$ cat src/rtl/lap_timer.sv
// rtl/lap_timer.sv - BCD stopwatch / countdown timer with a lap-capture FIFO.
// Optional feature macro: STOPWATCH_FLASH_BLINK_EN (blinking expiry flash).
module lap_timer #(
    parameter int TICK_DIV   = 10000000,
    parameter int MIN_DIGITS = 2,
    parameter int LAP_DEPTH  = 4
) (
    input  logic                       clk,
    input  logic                       reset,
    input  logic                       start,
    input  logic                       stop,
    input  logic                       clear,
    input  logic                       countdown,
    input  logic                       timeset,
    input  logic [4*MIN_DIGITS+11:0]   preset_bcd,
    input  logic                       lap,
    input  logic                       lap_rd,
    output logic [4*MIN_DIGITS+11:0]   time_bcd,
    output logic [4*MIN_DIGITS+11:0]   lap_bcd,
    output logic [$clog2(LAP_DEPTH):0] lap_count,
    output logic                       running,
    output logic                       flash
);
    localparam int TW = 4*MIN_DIGITS+12;
    localparam int ND = MIN_DIGITS+3;
    localparam int AW = $clog2(LAP_DEPTH);
    localparam int PW = $clog2(TICK_DIV);
    localparam logic [PW-1:0] PRESC_MAX = PW'(TICK_DIV-1);
    localparam logic [PW-1:0] PRESC_ONE = PW'(1);
    localparam logic [AW-1:0] PTR_ONE   = AW'(1);
    localparam logic [AW:0]   CNT_ONE   = (AW+1)'(1);
    localparam logic [AW:0]   CNT_FULL  = (AW+1)'(LAP_DEPTH);

    typedef enum logic [1:0] {S_IDLE, S_RUN, S_PAUSE, S_EXPIRED} state_t;

    // Digit 0 = tenths, 1 = seconds ones, 2 = seconds tens, 3.. = minutes.
    function automatic logic [3:0] digit_max(input int idx);
        return (idx == 2) ? 4'd5 : 4'd9;
    endfunction

    function automatic logic [TW-1:0] bcd_clamp(input logic [TW-1:0] t);
        logic [TW-1:0] r;
        r = t;
        for (int i = 0; i < ND; i++)
            if (t[4*i +: 4] > digit_max(i)) r[4*i +: 4] = digit_max(i);
        return r;
    endfunction

    function automatic logic [TW-1:0] bcd_step(input logic [TW-1:0] t, input logic down);
        logic [TW-1:0] r;
        logic [3:0]    d;
        logic          carry;
        r     = t;
        carry = 1'b1;
        for (int i = 0; i < ND; i++) begin
            d = t[4*i +: 4];
            if (carry) begin
                if (down) begin
                    carry = (d == 4'd0);
                    d     = carry ? digit_max(i) : d - 4'd1;
                end else begin
                    carry = (d >= digit_max(i));
                    d     = carry ? 4'd0 : d + 4'd1;
                end
            end
            r[4*i +: 4] = d;
        end
        return r;
    endfunction

    logic [1:0]    sync_q;
    state_t        state_q, state_d;
    logic          mode_q, mode_d;
    logic [PW-1:0] presc_q, presc_d;
    logic [TW-1:0] time_q, time_d;
    logic          flash_q, flash_d;
    logic [AW-1:0] wr_ptr_q, wr_ptr_d, rd_ptr_q, rd_ptr_d;
    logic [AW:0]   count_q, count_d;
    logic [TW-1:0] lap_mem [LAP_DEPTH];
    logic          tick, push, pop, push_ok, flush;
`ifdef STOPWATCH_FLASH_BLINK_EN
    logic [2:0]    blink_q, blink_d;
`endif

    always_comb begin
        state_d = state_q;
        mode_d  = mode_q;
        presc_d = presc_q;
        time_d  = time_q;
        tick    = 1'b0;
        push    = 1'b0;
        pop     = 1'b0;
        flush   = 1'b0;
        // Nothing moves until the released reset has crossed the synchroniser.
        if (sync_q[1]) begin
            tick = (presc_q == PRESC_MAX);
            pop  = lap_rd && (count_q != '0);
            if (clear) begin
                state_d = S_IDLE;
                time_d  = '0;
                presc_d = '0;
                flush   = 1'b1;
            end else begin
                case (state_q)
                    S_IDLE, S_PAUSE: begin
                        if (timeset) begin
                            time_d = bcd_clamp(preset_bcd);
                        end else if (start) begin
                            if (state_q == S_IDLE) begin
                                mode_d  = countdown;
                                presc_d = '0;
                            end
                            state_d = (mode_d && time_q == '0) ? S_EXPIRED : S_RUN;
                        end else begin
                            push = lap && (state_q == S_PAUSE);
                        end
                    end
                    S_RUN: begin
                        if (stop) begin
                            state_d = S_PAUSE;
                        end else begin
                            push    = lap;
                            presc_d = tick ? '0 : presc_q + PRESC_ONE;
                            if (tick) time_d = bcd_step(time_q, mode_q);
                            if (mode_q && time_d == '0) state_d = S_EXPIRED;
                        end
                    end
                    default: begin
`ifdef STOPWATCH_FLASH_BLINK_EN
                        presc_d = tick ? '0 : presc_q + PRESC_ONE;
`endif
                    end
                endcase
            end
        end

        // A pop frees a slot on the same edge, so a full FIFO still accepts.
        push_ok  = push && ((count_q != CNT_FULL) || pop);
        wr_ptr_d = wr_ptr_q;
        rd_ptr_d = rd_ptr_q;
        count_d  = count_q;
        if (flush) begin
            wr_ptr_d = '0;
            rd_ptr_d = '0;
            count_d  = '0;
        end else begin
            if (push_ok) wr_ptr_d = wr_ptr_q + PTR_ONE;
            if (pop)     rd_ptr_d = rd_ptr_q + PTR_ONE;
            if (push_ok && !pop)      count_d = count_q + CNT_ONE;
            else if (pop && !push_ok) count_d = count_q - CNT_ONE;
        end

`ifdef STOPWATCH_FLASH_BLINK_EN
        blink_d = blink_q;
        flash_d = 1'b0;
        if (state_d == S_EXPIRED) begin
            if (state_q != S_EXPIRED) begin
                flash_d = 1'b1;
                blink_d = '0;
            end else begin
                flash_d = flash_q;
                if (tick) begin
                    if (blink_q == 3'd4) begin
                        blink_d = '0;
                        flash_d = ~flash_q;
                    end else begin
                        blink_d = blink_q + 3'd1;
                    end
                end
            end
        end
`else
        flash_d = (state_d == S_EXPIRED);
`endif
    end

    always_ff @(posedge clk or negedge reset) begin
        if (!reset) begin
            sync_q   <= '0;
            state_q  <= S_IDLE;
            mode_q   <= 1'b0;
            presc_q  <= '0;
            time_q   <= '0;
            flash_q  <= 1'b0;
            wr_ptr_q <= '0;
            rd_ptr_q <= '0;
            count_q  <= '0;
        end else begin
            sync_q   <= {sync_q[0], 1'b1};
            state_q  <= state_d;
            mode_q   <= mode_d;
            presc_q  <= presc_d;
            time_q   <= time_d;
            flash_q  <= flash_d;
            wr_ptr_q <= wr_ptr_d;
            rd_ptr_q <= rd_ptr_d;
            count_q  <= count_d;
        end
    end

`ifdef STOPWATCH_FLASH_BLINK_EN
    always_ff @(posedge clk or negedge reset) begin
        if (!reset) blink_q <= '0;
        else        blink_q <= blink_d;
    end
`endif

    always_ff @(posedge clk) begin
        if (push_ok) lap_mem[wr_ptr_q] <= time_q;
    end

    assign time_bcd  = time_q;
    assign lap_bcd   = (count_q == '0) ? '0 : lap_mem[rd_ptr_q];
    assign lap_count = count_q;
    assign running   = (state_q == S_RUN);
    assign flash     = flash_q;
endmodule

$ cat config.mk
export PLATFORM = sky130hd
export DESIGN_NAME = lap_timer
export DESIGN_NICKNAME = d
export VERILOG_FILES = /design/src/rtl/lap_timer.sv
export SDC_FILE = /design/constraint.sdc
export NUM_CORES = 1
export LEC_CHECK = 0
export ABC_AREA = 1
export BUFFER_PORTS_ARGS = -buffer_cell sky130_fd_sc_hd__buf_2
export CAP_MARGIN = 20
export CORE_MARGIN = 8
export CORE_UTILIZATION = 45
export CTS_BUF_LIST = sky130_fd_sc_hd__clkbuf_16
export CTS_CLUSTER_SIZE = 30
export DETAILED_ROUTE_END_ITERATION = 8
export PLACE_DENSITY = 0.63
export SETUP_SLACK_MARGIN = 0.5
export SYNTH_ARGS = -nofsm -noshare
export SYNTH_HDL_FRONTEND = slang
export SYNTH_SLANG_ARGS = --single-unit
$ cat constraint.sdc
create_clock -name clk -period 3 [get_ports clk]
set_input_delay 0 -clock clk [delete_from_list [all_inputs] [get_ports clk]]
set_output_delay 0 -clock clk [all_outputs]
set_load 0.01 [all_outputs]
==> results of run 1 <==
-- area by class of cell --
cell class / instances / area, um2
inverter: 102 / 385
clock buffer: 17 / 425
multi-input combinational: 671 / 3440
clock inverter: 15 / 190
timing repair buffer: 117 / 762
tap: 225 / 282
fill: 1556 / 7670
sequential: 137 / 3840
-- metal layers --
layer	track usage (%)	vias up	share of wire (%)
met2	32.5	183	49
met5	0	-	0
met3	3.66	21	4.9
li1	-	3356	-
met4	5.87	0	1.2
met1	24.2	3100	44
-- worst max-delay path, delay by kind of cell (launching register included) --
kind / cells / cell delay (ps)
buffers and inverters: 2 / 320
flip-flops: 1 / 440
AND/OR/NAND/NOR: 10 / 1410
AO/OA/AOI/OAI: 1 / 110
-- through the flow --
step / setup WS (ps) / total power [mW] / util (%) / hold slack, ps
final: 646 / 6.72 / 54.9 / 4.54
after global routing: 469 / 7.13 / 54.9 / 18.5
after CTS: 507 / 6.68 / 53.6 / 4.11
after detailed placement: 320 / 4.45 / 49.2 / 76.6
after global placement: 349 / 4.44 / 49.2 / 67.1
after floorplan: 345 / 3.71 / - / -296
-- logic make-up (layout without fill, tap and decap cells) --
kind of cell             count (synthesis)  after routing
AO/OA/AOI/OAI                          174            174
XOR/XNOR                                14             14
adder cells (fa/ha/maj)                 22             22
buffers and inverters                  129            251
flip-flops                             137            137
other                                    1              1
AND/OR/NAND/NOR                        460            460
-- where the power goes --
part	switching (mW)	internal (mW)	total, mW
combinational	1.43	0.790	2.22
clock	0.873	1.33	2.20
sequential	0.158	2.14	2.30
-- placed cells by master, fill, tap and decap left out, types with 11 or more instances in the layout --
master         netlist  routed
ha_1                21      17
a21oi_1             57      56
inv_2                7      12
edfxtp_1            80      80
dfrtp_1             57      45
inv_1               93      88
xor2_1              12      12
nor3_1              12      12
dfrtp_2              0      12
buf_4                2      27
nand2_2              6      11
nand3_1             58      55
o21ai_0             82      82
nor2_1             158     155
nand2_1            185     180
clkbuf_16            0      17
dlygate4sd3_1        0      12
buf_2                5      73
-- registers in the layout, indices dropped and copies added, names as in the netlist --
name       count
flash          1
presc_q       24
lap_mem       80
sync_q         2
wr_ptr_q       2
rd_ptr_q       2
time_bcd      20
lap_count      3
state_q        2
mode_q         1
-- timing repair --
action,4_1_cts,5_1_grt
gates resized for setup,9,30
hold endpoints to repair,37,0
hold buffers,12,0
pin swaps,1,7
setup endpoints to repair,7,84
setup buffers,0,15
cloned,0,0
-- path summary, 6_finish.rpt --
kind	endpoint	cells after the start
max	presc_q[22]$_DFFE_PN0P_	13
min	time_bcd[18]$_DFFE_PN0P_	5
max reg2reg	presc_q[22]$_DFFE_PN0P_	13
min reg2reg	sync_q[1]$_DFF_PN0_	0
max in group asynchronous	time_bcd[8]$_DFFE_PN0P_	3
min in group asynchronous	presc_q[23]$_DFFE_PN0P_	2
==> results.toml, run 1 <==
[drt]
initialDrtViolationCount = 550
via_per_inst = 5.19
drc = 0
wl_per_cell_um = 15.9
ant_nets = 0
route.final.wire_length_mm = 20.4
dr.pass1.iters = 5
via_count = 6660

[synth]
ys_top_cells_by_area = "edfxtp_1 31%, dfrtp_1 19%, nand2_1 9.0%"
synth-xor-area-share_pct = 1.59
synth_top_area_share_pct = 31.2
synth_nets = 988
yosysUniqueCellTypes = 51
synth-edff-count = 80
synthMuxAreaShare_pct = 0
ys_async_sr_fraction_pct = 41.6
ys_seq_area_share_pct = 49.7
synth_adder_area_share_pct = 3.67
synthesis.area_um2 = 7700
synth-seq-cells = 137
yosysTopAreaCell = "edfxtp_1"
synth_top_family_by_area = "simple AND/OR/NAND/NOR gates"
ys_warn_count = 0
synthTopCellsByCount = "185 x nand2_1, 158 x nor2_1, 93 x inv_1, 82 x o21ai_0, 80 x edfxtp_1"
synthSimpleGateAreaFrac_pct = 26.0
synth_area_per_cell_um2 = 8.22
synth_ff_type = "edfxtp_1"
synth_compound_area_share_pct = 12.4
synth_cells = 937
yosysMostFrequentCell = "nand2_1"

[power]
power.leakage_nw = 4.09
ir_drop_v = 0.000429
pwr_density_cell_nw_per_um2 = 720

[placed_design]
hpwlAfterDp_mm = 14.4
dp.cells = 1225
gp_congestion = 0.886
placed_cell_area_um2 = 8370
io_buffer_count = 73

[min_path]
hold_path_class = "in -> reg"
holdCritStartpoint = "preset_bcd[18]"

[clock_tree]
numCtsBuffers = 17
clk_pin_slew_worst_paths_ps = 60
cts_tree = "built"
cts_root_buf = "clkbuf_16"
cts-htree-levels = 4
clock_path_buffers = 2
cts_sinks = 137
clock_latency_ps = 430

[sta]
finalHoldViolations = 0
fmax_mhz = 425
slew_viol_final = 0
finalSetupTns_ps = 0
finClkSkew_ps = 12.4
setup_viol = 0
tightest_slew_ps = 783
finalCritPeriodShare_pct = 78.5
rsz0062_at_grt = "false"
post-route-min-period_ps = 2350
timing.slew.headroom_pct = 47.7

[layout]
postLayoutCellArea_um2 = 9330
diodes = 0
drive_above_1_share_pct = 19.5
synthToLayoutAreaGrowth_pct = 21.2
final_nets = 1097
fin_cells = 1284

[floorplanning]
rows = 48
core_um2 = 17000
initial_core_util_pct = 45.3
die_y_um = 147
fp.dieW_um = 147
ios = 74
dieArea_um2 = 21500

[critical_path]
cp.required_ps = 3360
rrSetupSlack_ps = 650
cp_max_fo = 19
worstSetupStartpointType = "register"
end_kind = "register"
startpoint = "state_q[0]$_DFF_PN0_"
crit_slowest_cell = "dfrtp_2"
criticalPathCategory = "reg -> reg"
cpMostUsedCell = "nor2_4"
critPathMaxStageDelay_ps = 440
r2r-start = "state_q[0]$_DFF_PN0_"
cp_cell_sequence = "inv_2, nor2_4, buf_4, nand3_1, nand2_2, nor2_4, nand4_2, nor2_4, nand3_2, nor2_2, nand3_1, or2_0, a21oi_2"
crit_arrival_ps = 2710

[global_routing]
grt_start_max_net_pins = 42
overflow = 0
grt_pass1_vias = 6511
antenna_found_initial = 0
grt_usage_pct = 19.1
grt_pass1_wl_mm = 33.3

[status]
status = "finished, final reports clean"

[run]
drv_cap = 0
(Power assumes the default switching activity.)
==> run 2: changes to the inputs <==
==> constraint.sdc (replaced) <==
create_clock -name clk -period 2.3 [get_ports clk]
set_input_delay 0 -clock clk [delete_from_list [all_inputs] [get_ports clk]]
set_output_delay 0 -clock clk [all_outputs]
set_load 0.01 [all_outputs]
==> results.toml, run 2 (synthesis gave the netlist of run 1 again) <==
[status]
status = "finished, violations left"
violations = "negative setup slack"

[sta]
fmax_mhz = 421
setup_viol = 6
finalSetupTns_ps = -145
whs_ps = 12.3
finalHoldViolations = 0
timing.final.ws_setup_ps = -74.0
slew_viol_final = 0
finClkSkew_ps = 8.33
rsz0062_at_grt = "true"
finalCritPeriodShare_pct = 103
post-route-min-period_ps = 2370

[critical_path]
worst_r2r_endpoint = "lap_count[2]$_DFFE_PN0P_"
cp_cell_sequence = "nor2_4, clkinv_4, nor2_4, inv_2, o31ai_4, nand4_1, a31oi_1, nand2_1, inv_2, fa_2, xor2_2, xor2_1, o22ai_1"
critPathMaxStageDelay_ps = 420
rrSetupSlack_ps = -70
cp_max_fo = 2
criticalPathCategory = "reg -> reg"
r2r-start = "state_q[1]$_DFF_PN0_"
crit_slowest_cell = "dfrtp_1"
end_kind = "register"
r2r_cells = 13
crit_arrival_ps = 2680
cp.required_ps = 2610
worstSetupStartpointType = "register"

[min_path]
hold_depth = 4
holdCritStartpoint = "preset_bcd[4]"
min_to = "time_bcd[4]$_DFFE_PN0P_"
hold_path_class = "in -> reg"

[layout]
final_common_cell = "nand2_1"
largest_register_ff_count = 80
diodes = 0
fin_cells = 1383
final_nets = 1196
final_cell_mix = "158 x nand2_1, 149 x nor2_1, 87 x buf_4"
drive_above_1_share_pct = 32.1
synthToLayoutAreaGrowth_pct = 39.9
regMostFlops = "lap_mem"

[power]
power.leakage_nw = 4.72
p_sw_mw = 3.56
pwr-share-clk_pct = 29.0
combPwrFrac_pct = 40.0
ir_drop_v = 0.000549
p_int_mw = 5.98
power_mw = 9.54
pwr_density_cell_nw_per_um2 = 885
pwr-share-seq_pct = 31.0
swShare_pct = 37.3

[global_routing]
grt_start_max_net_pins = 51
grt_pass1_vias = 6997
antenna_found_initial = 0
overflow = 0
grt_pass1_wl_mm = 35.1
grt_usage_pct = 20.3

[clock_tree]
cts_root_buf = "clkbuf_16"
cts_tree = "built"
clock_latency_ps = 420
numCtsBuffers = 17
cts_sinks = 137
cts-htree-levels = 4
clk_pin_slew_worst_paths_ps = 60
clock_path_buffers = 2

[floorplanning]
die_y_um = 147
rows = 48
dieArea_um2 = 21500
ios = 74
fp.dieW_um = 147
core_um2 = 17000
initial_core_util_pct = 45.3

[drt]
dr.pass1.iters = 5
wl_per_cell_um = 16.5
route.final.wire_length_mm = 22.8
via_count = 7269
drc = 0
ant_nets = 0
via_per_inst = 5.26
initialDrtViolationCount = 433

[run]
drv_cap = 0

[placed_design]
io_buffer_count = 73
dp.cells = 1258
hpwlAfterDp_mm = 14.3
dp_slack_ps = -7.45
gp_congestion = 0.888
==> run 2: changes by cell type in the layout (fill, tap and decap cells not counted), moves of 10 or more <==
cell / before / now
buf_4: 27 / 87
o21ai_0: 82 / 56
nand2_1: 180 / 158
buf_6: 3 / 24
o21ai_1: 3 / 24
nand2_2: 11 / 29
inv_1: 88 / 78
==> run 2: routing by layer <==
layer  up-vias  part of all wire (%)  track usage (%)
met2       233                    52             36.6
met3        51                   4.9             3.97
met1      3431                    41             23.4
met5         -                     0                0
li1       3554                     -                -
met4         0                   2.9             7.57
==> run 2: power by group through the flow <==
| stage | logic [mW] | registers [mW] | clock network (mW) |
|---|---|---|---|
| 2_1_floorplan | 1.88 | 3.03 | 0 |
| 3_3_place_gp | 3.01 | 2.97 | 0 |
| 3_5_place_dp | 3.03 | 2.97 | 0 |
| 4_1_cts | 3.51 | 2.95 | 2.79 |
| 5_1_grt | 4.19 | 2.97 | 2.90 |
| 6_report | 3.82 | 2.96 | 2.77 |
==> run 2: what timing repair did <==
action / CTS / global route
gates resized for setup: 77 / 77
pin swaps: 35 / 20
gates cloned: 3 / 3
endpoints found under the hold margin: 69 / 0
endpoints found under the setup margin: 147 / 148
setup buffers: 53 / 19
hold buffers: 15 / 0
==> run 2: final cells by class <==
cell class	count	area [um2]
clock buffers	17	425
clock inverters	15	168
fillers	1404	6220
inverters	102	425
multi-input cells	671	3840
flip-flops and latches	137	3840
well taps	225	282
repair buffers	215	1780
repair inverters	1	7.51
==> run 2: worst max path at each step <==
stage | from | endpoint
floorplan | state_q[0]$_DFF_PN0_ | lap_mem[0][0]$_DFFE_PP_
CTS | presc_q[0]$_DFFE_PN0P_ | flash$_DFF_PN0_
detailed placement | presc_q[0]$_DFFE_PN0P_ | flash$_DFF_PN0_
global route | state_q[1]$_DFF_PN0_ | lap_count[2]$_DFFE_PN0P_
global placement | presc_q[0]$_DFFE_PN0P_ | flash$_DFF_PN0_
finish | state_q[1]$_DFF_PN0_ | lap_count[2]$_DFFE_PN0P_
==> run 2: through the flow <==
stage	instance area (um2)	util, %
after floorplan	7840	-
after CTS	10300	60.7
final	10800	63.4
after detailed placement	8810	51.8
after global routing	10800	63.4
after global placement	8810	51.8
==> run 2: critical path: cells and delay by family (launching register included) <==
kind	cells	cell delay (ps)
flip-flops	1	420
AND/OR/NAND/NOR	4	630
XOR/XNOR	2	320
AO/OA/AOI/OAI	3	400
buffers and inverters	3	240
adder cells (fa/ha/maj)	1	230
==> run 3: changes to the inputs <==
--- a/config.mk
+++ b/config.mk
@@ -13,7 +13,6 @@
 export CTS_BUF_LIST = sky130_fd_sc_hd__clkbuf_16
 export CTS_CLUSTER_SIZE = 30
 export DETAILED_ROUTE_END_ITERATION = 8
-export PLACE_DENSITY = 0.63
 export SETUP_SLACK_MARGIN = 0.5
 export SYNTH_ARGS = -nofsm -noshare
 export SYNTH_HDL_FRONTEND = slang
==> results.toml, run 3 (synthesis gave the netlist of run 1 again) <==
[run]
drv_cap = 0

[floorplanning]
die_y_um = 147
rows = 48
core_um2 = 17000
ios = 74
fp.dieW_um = 147
initial_core_util_pct = 45.3
dieArea_um2 = 21500

[placed_design]
hpwlAfterDp_mm = 14.7
gp_congestion = 0.889
io_buffer_count = 73
placed_cell_area_um2 = 8840
dp_slack_ps = 10.2

[status]
violations = "negative setup slack"
status = "finished, violations left"

[critical_path]
crit_arrival_ps = 2730
crit_cells = 15
startpoint = "presc_q[0]$_DFFE_PN0P_"
end_kind = "register"
criticalPathCategory = "reg -> reg"
cp_top_family = "simple AND/OR/NAND/NOR gates"
worst_r2r_endpoint = "flash$_DFF_PN0_"
cp_cell_sequence = "ha_4, nand3_4, nor3_4, nand2_2, nor2_4, buf_12, buf_12, nand2_8, nand2_2, o21ai_2, nor2_1, nand3_1, o21ai_2, nand2_2, a21oi_2"
r2r-start = "presc_q[0]$_DFFE_PN0P_"
crit_end = "flash$_DFF_PN0_"
worstSetupStartpointType = "register"
cp_max_fo = 7
crit_slowest_cell = "dfrtp_1"
cp.required_ps = 2650
critPathMaxStageDelay_ps = 390
cpMostUsedCell = "nand2_2"
r2r_cells = 15
rrSetupSlack_ps = -80
path_buf_inv = 2

[clock_tree]
clk_pin_slew_worst_paths_ps = 60
clock_path_buffers = 2
numCtsBuffers = 17
cts-htree-levels = 4
clock_latency_ps = 420
cts_tree = "built"
cts_root_buf = "clkbuf_16"
cts_sinks = 137

[layout]
synthToLayoutAreaGrowth_pct = 48.6
post-route-util_pct = 67.3
final_nets = 1225
final_common_cell = "nor2_1"
drive_above_1_share_pct = 39.1
seq_area_um2 = 3840
multi_input_area_um2 = 4190
nFillCells = 1264
largest_register_ff_count = 80
diodes = 0
postLayoutCellArea_um2 = 11400
regMostFlops = "lap_mem"
final_cell_mix = "143 x nor2_1, 128 x nand2_1, 95 x buf_4"

[sta]
post-route-min-period_ps = 2380
finalCritPeriodShare_pct = 104
tightest_slew_ps = 687
setup_viol = 60
fmax_mhz = 419
finClkSkew_ps = 7.61
finalHoldViolations = 0
rsz0062_at_grt = "true"
slew_viol_final = 0
timing.slew.headroom_pct = 54.2
timing.final.ws_setup_ps = -84.3

[power]
pwr_density_cell_nw_per_um2 = 844
ir_drop_v = 0.000545
power.leakage_nw = 4.94

[global_routing]
grt_start_max_net_pins = 42
grt_usage_pct = 20.9
antenna_found_initial = 0
grt_pass1_vias = 7230
overflow = 0
grt_pass1_wl_mm = 36.3

[drt]
drc = 0
route.final.wire_length_mm = 24.5
wl_per_cell_um = 17.4
via_per_inst = 5.36
dr.pass1.iters = 5
via_count = 7569
ant_nets = 0
initialDrtViolationCount = 544

[min_path]
hold_path_class = "in -> reg"
hold_depth = 5
run 3: cell type report:
cell class / count / area share (%)
Timing Repair Buffer: 242 / 18.1
Inverter: 102 / 3.72
Clock inverter: 15 / 1.61
Sequential cell: 137 / 33.6
Multi-Input combinational cell: 672 / 36.6
Tap cell: 225 / 2.46
Clock buffer: 17 / 3.72
Timing Repair inverter: 2 / 0.131
run 3: layer usage:
| metal | global-route usage [%] | share of wire [%] | vias up |
|---|---|---|---|
| li1 | - | - | 3609 |
| met1 | 24.4 | 40 | 3627 |
| met2 | 36.8 | 51 | 267 |
| met3 | 4.03 | 5.3 | 66 |
| met4 | 9.02 | 3.0 | 0 |
| met5 | 0 | 0 | - |
run 3: worst min path at each step:
stage,start,endpoint,slack (ps)
detailed placement,reset,presc_q[1]$_DFFE_PN0P_,80
global route,preset_bcd[2],time_bcd[2]$_DFFE_PN0P_,40
floorplan,reset,flash$_DFF_PN0_,-300
finish,preset_bcd[2],time_bcd[2]$_DFFE_PN0P_,20
global placement,reset,presc_q[1]$_DFFE_PN0P_,70
CTS,preset_bcd[8],time_bcd[8]$_DFFE_PN0P_,8
run 3: stage by stage:
stage	hold slack [ps]	power, mW	instances	setup TNS (ps)
finish	17.6	9.65	1412	-879
floorplan	-296	4.92	937	0
global route	42.9	10.2	1412	-10670
global placement	74.8	6.03	1259	0
detailed placement	77.1	6.05	1259	0
CTS	8.06	9.15	1366	0
run 3: tightest hold or removal path, stage by stage:
cell and delay [ps]:
buf_2 100, inv_1 80, o22ai_2 90, nand2_1 70, o21ai_1 60
run 3: what timing repair did:
action / CTS / global route
gates cloned: 5 / 2
hold endpoints to repair: 40 / 0
hold buffers: 15 / 0
resized for setup: 66 / 200
setup buffers: 55 / 44
pin swaps: 39 / 81
setup endpoints to repair: 148 / 151
run 3: power breakdown:
part,switching [mW],internal (mW)
registers,0.161,2.79
logic,2.32,1.55
clock network,1.19,1.64
total,3.67,5.98
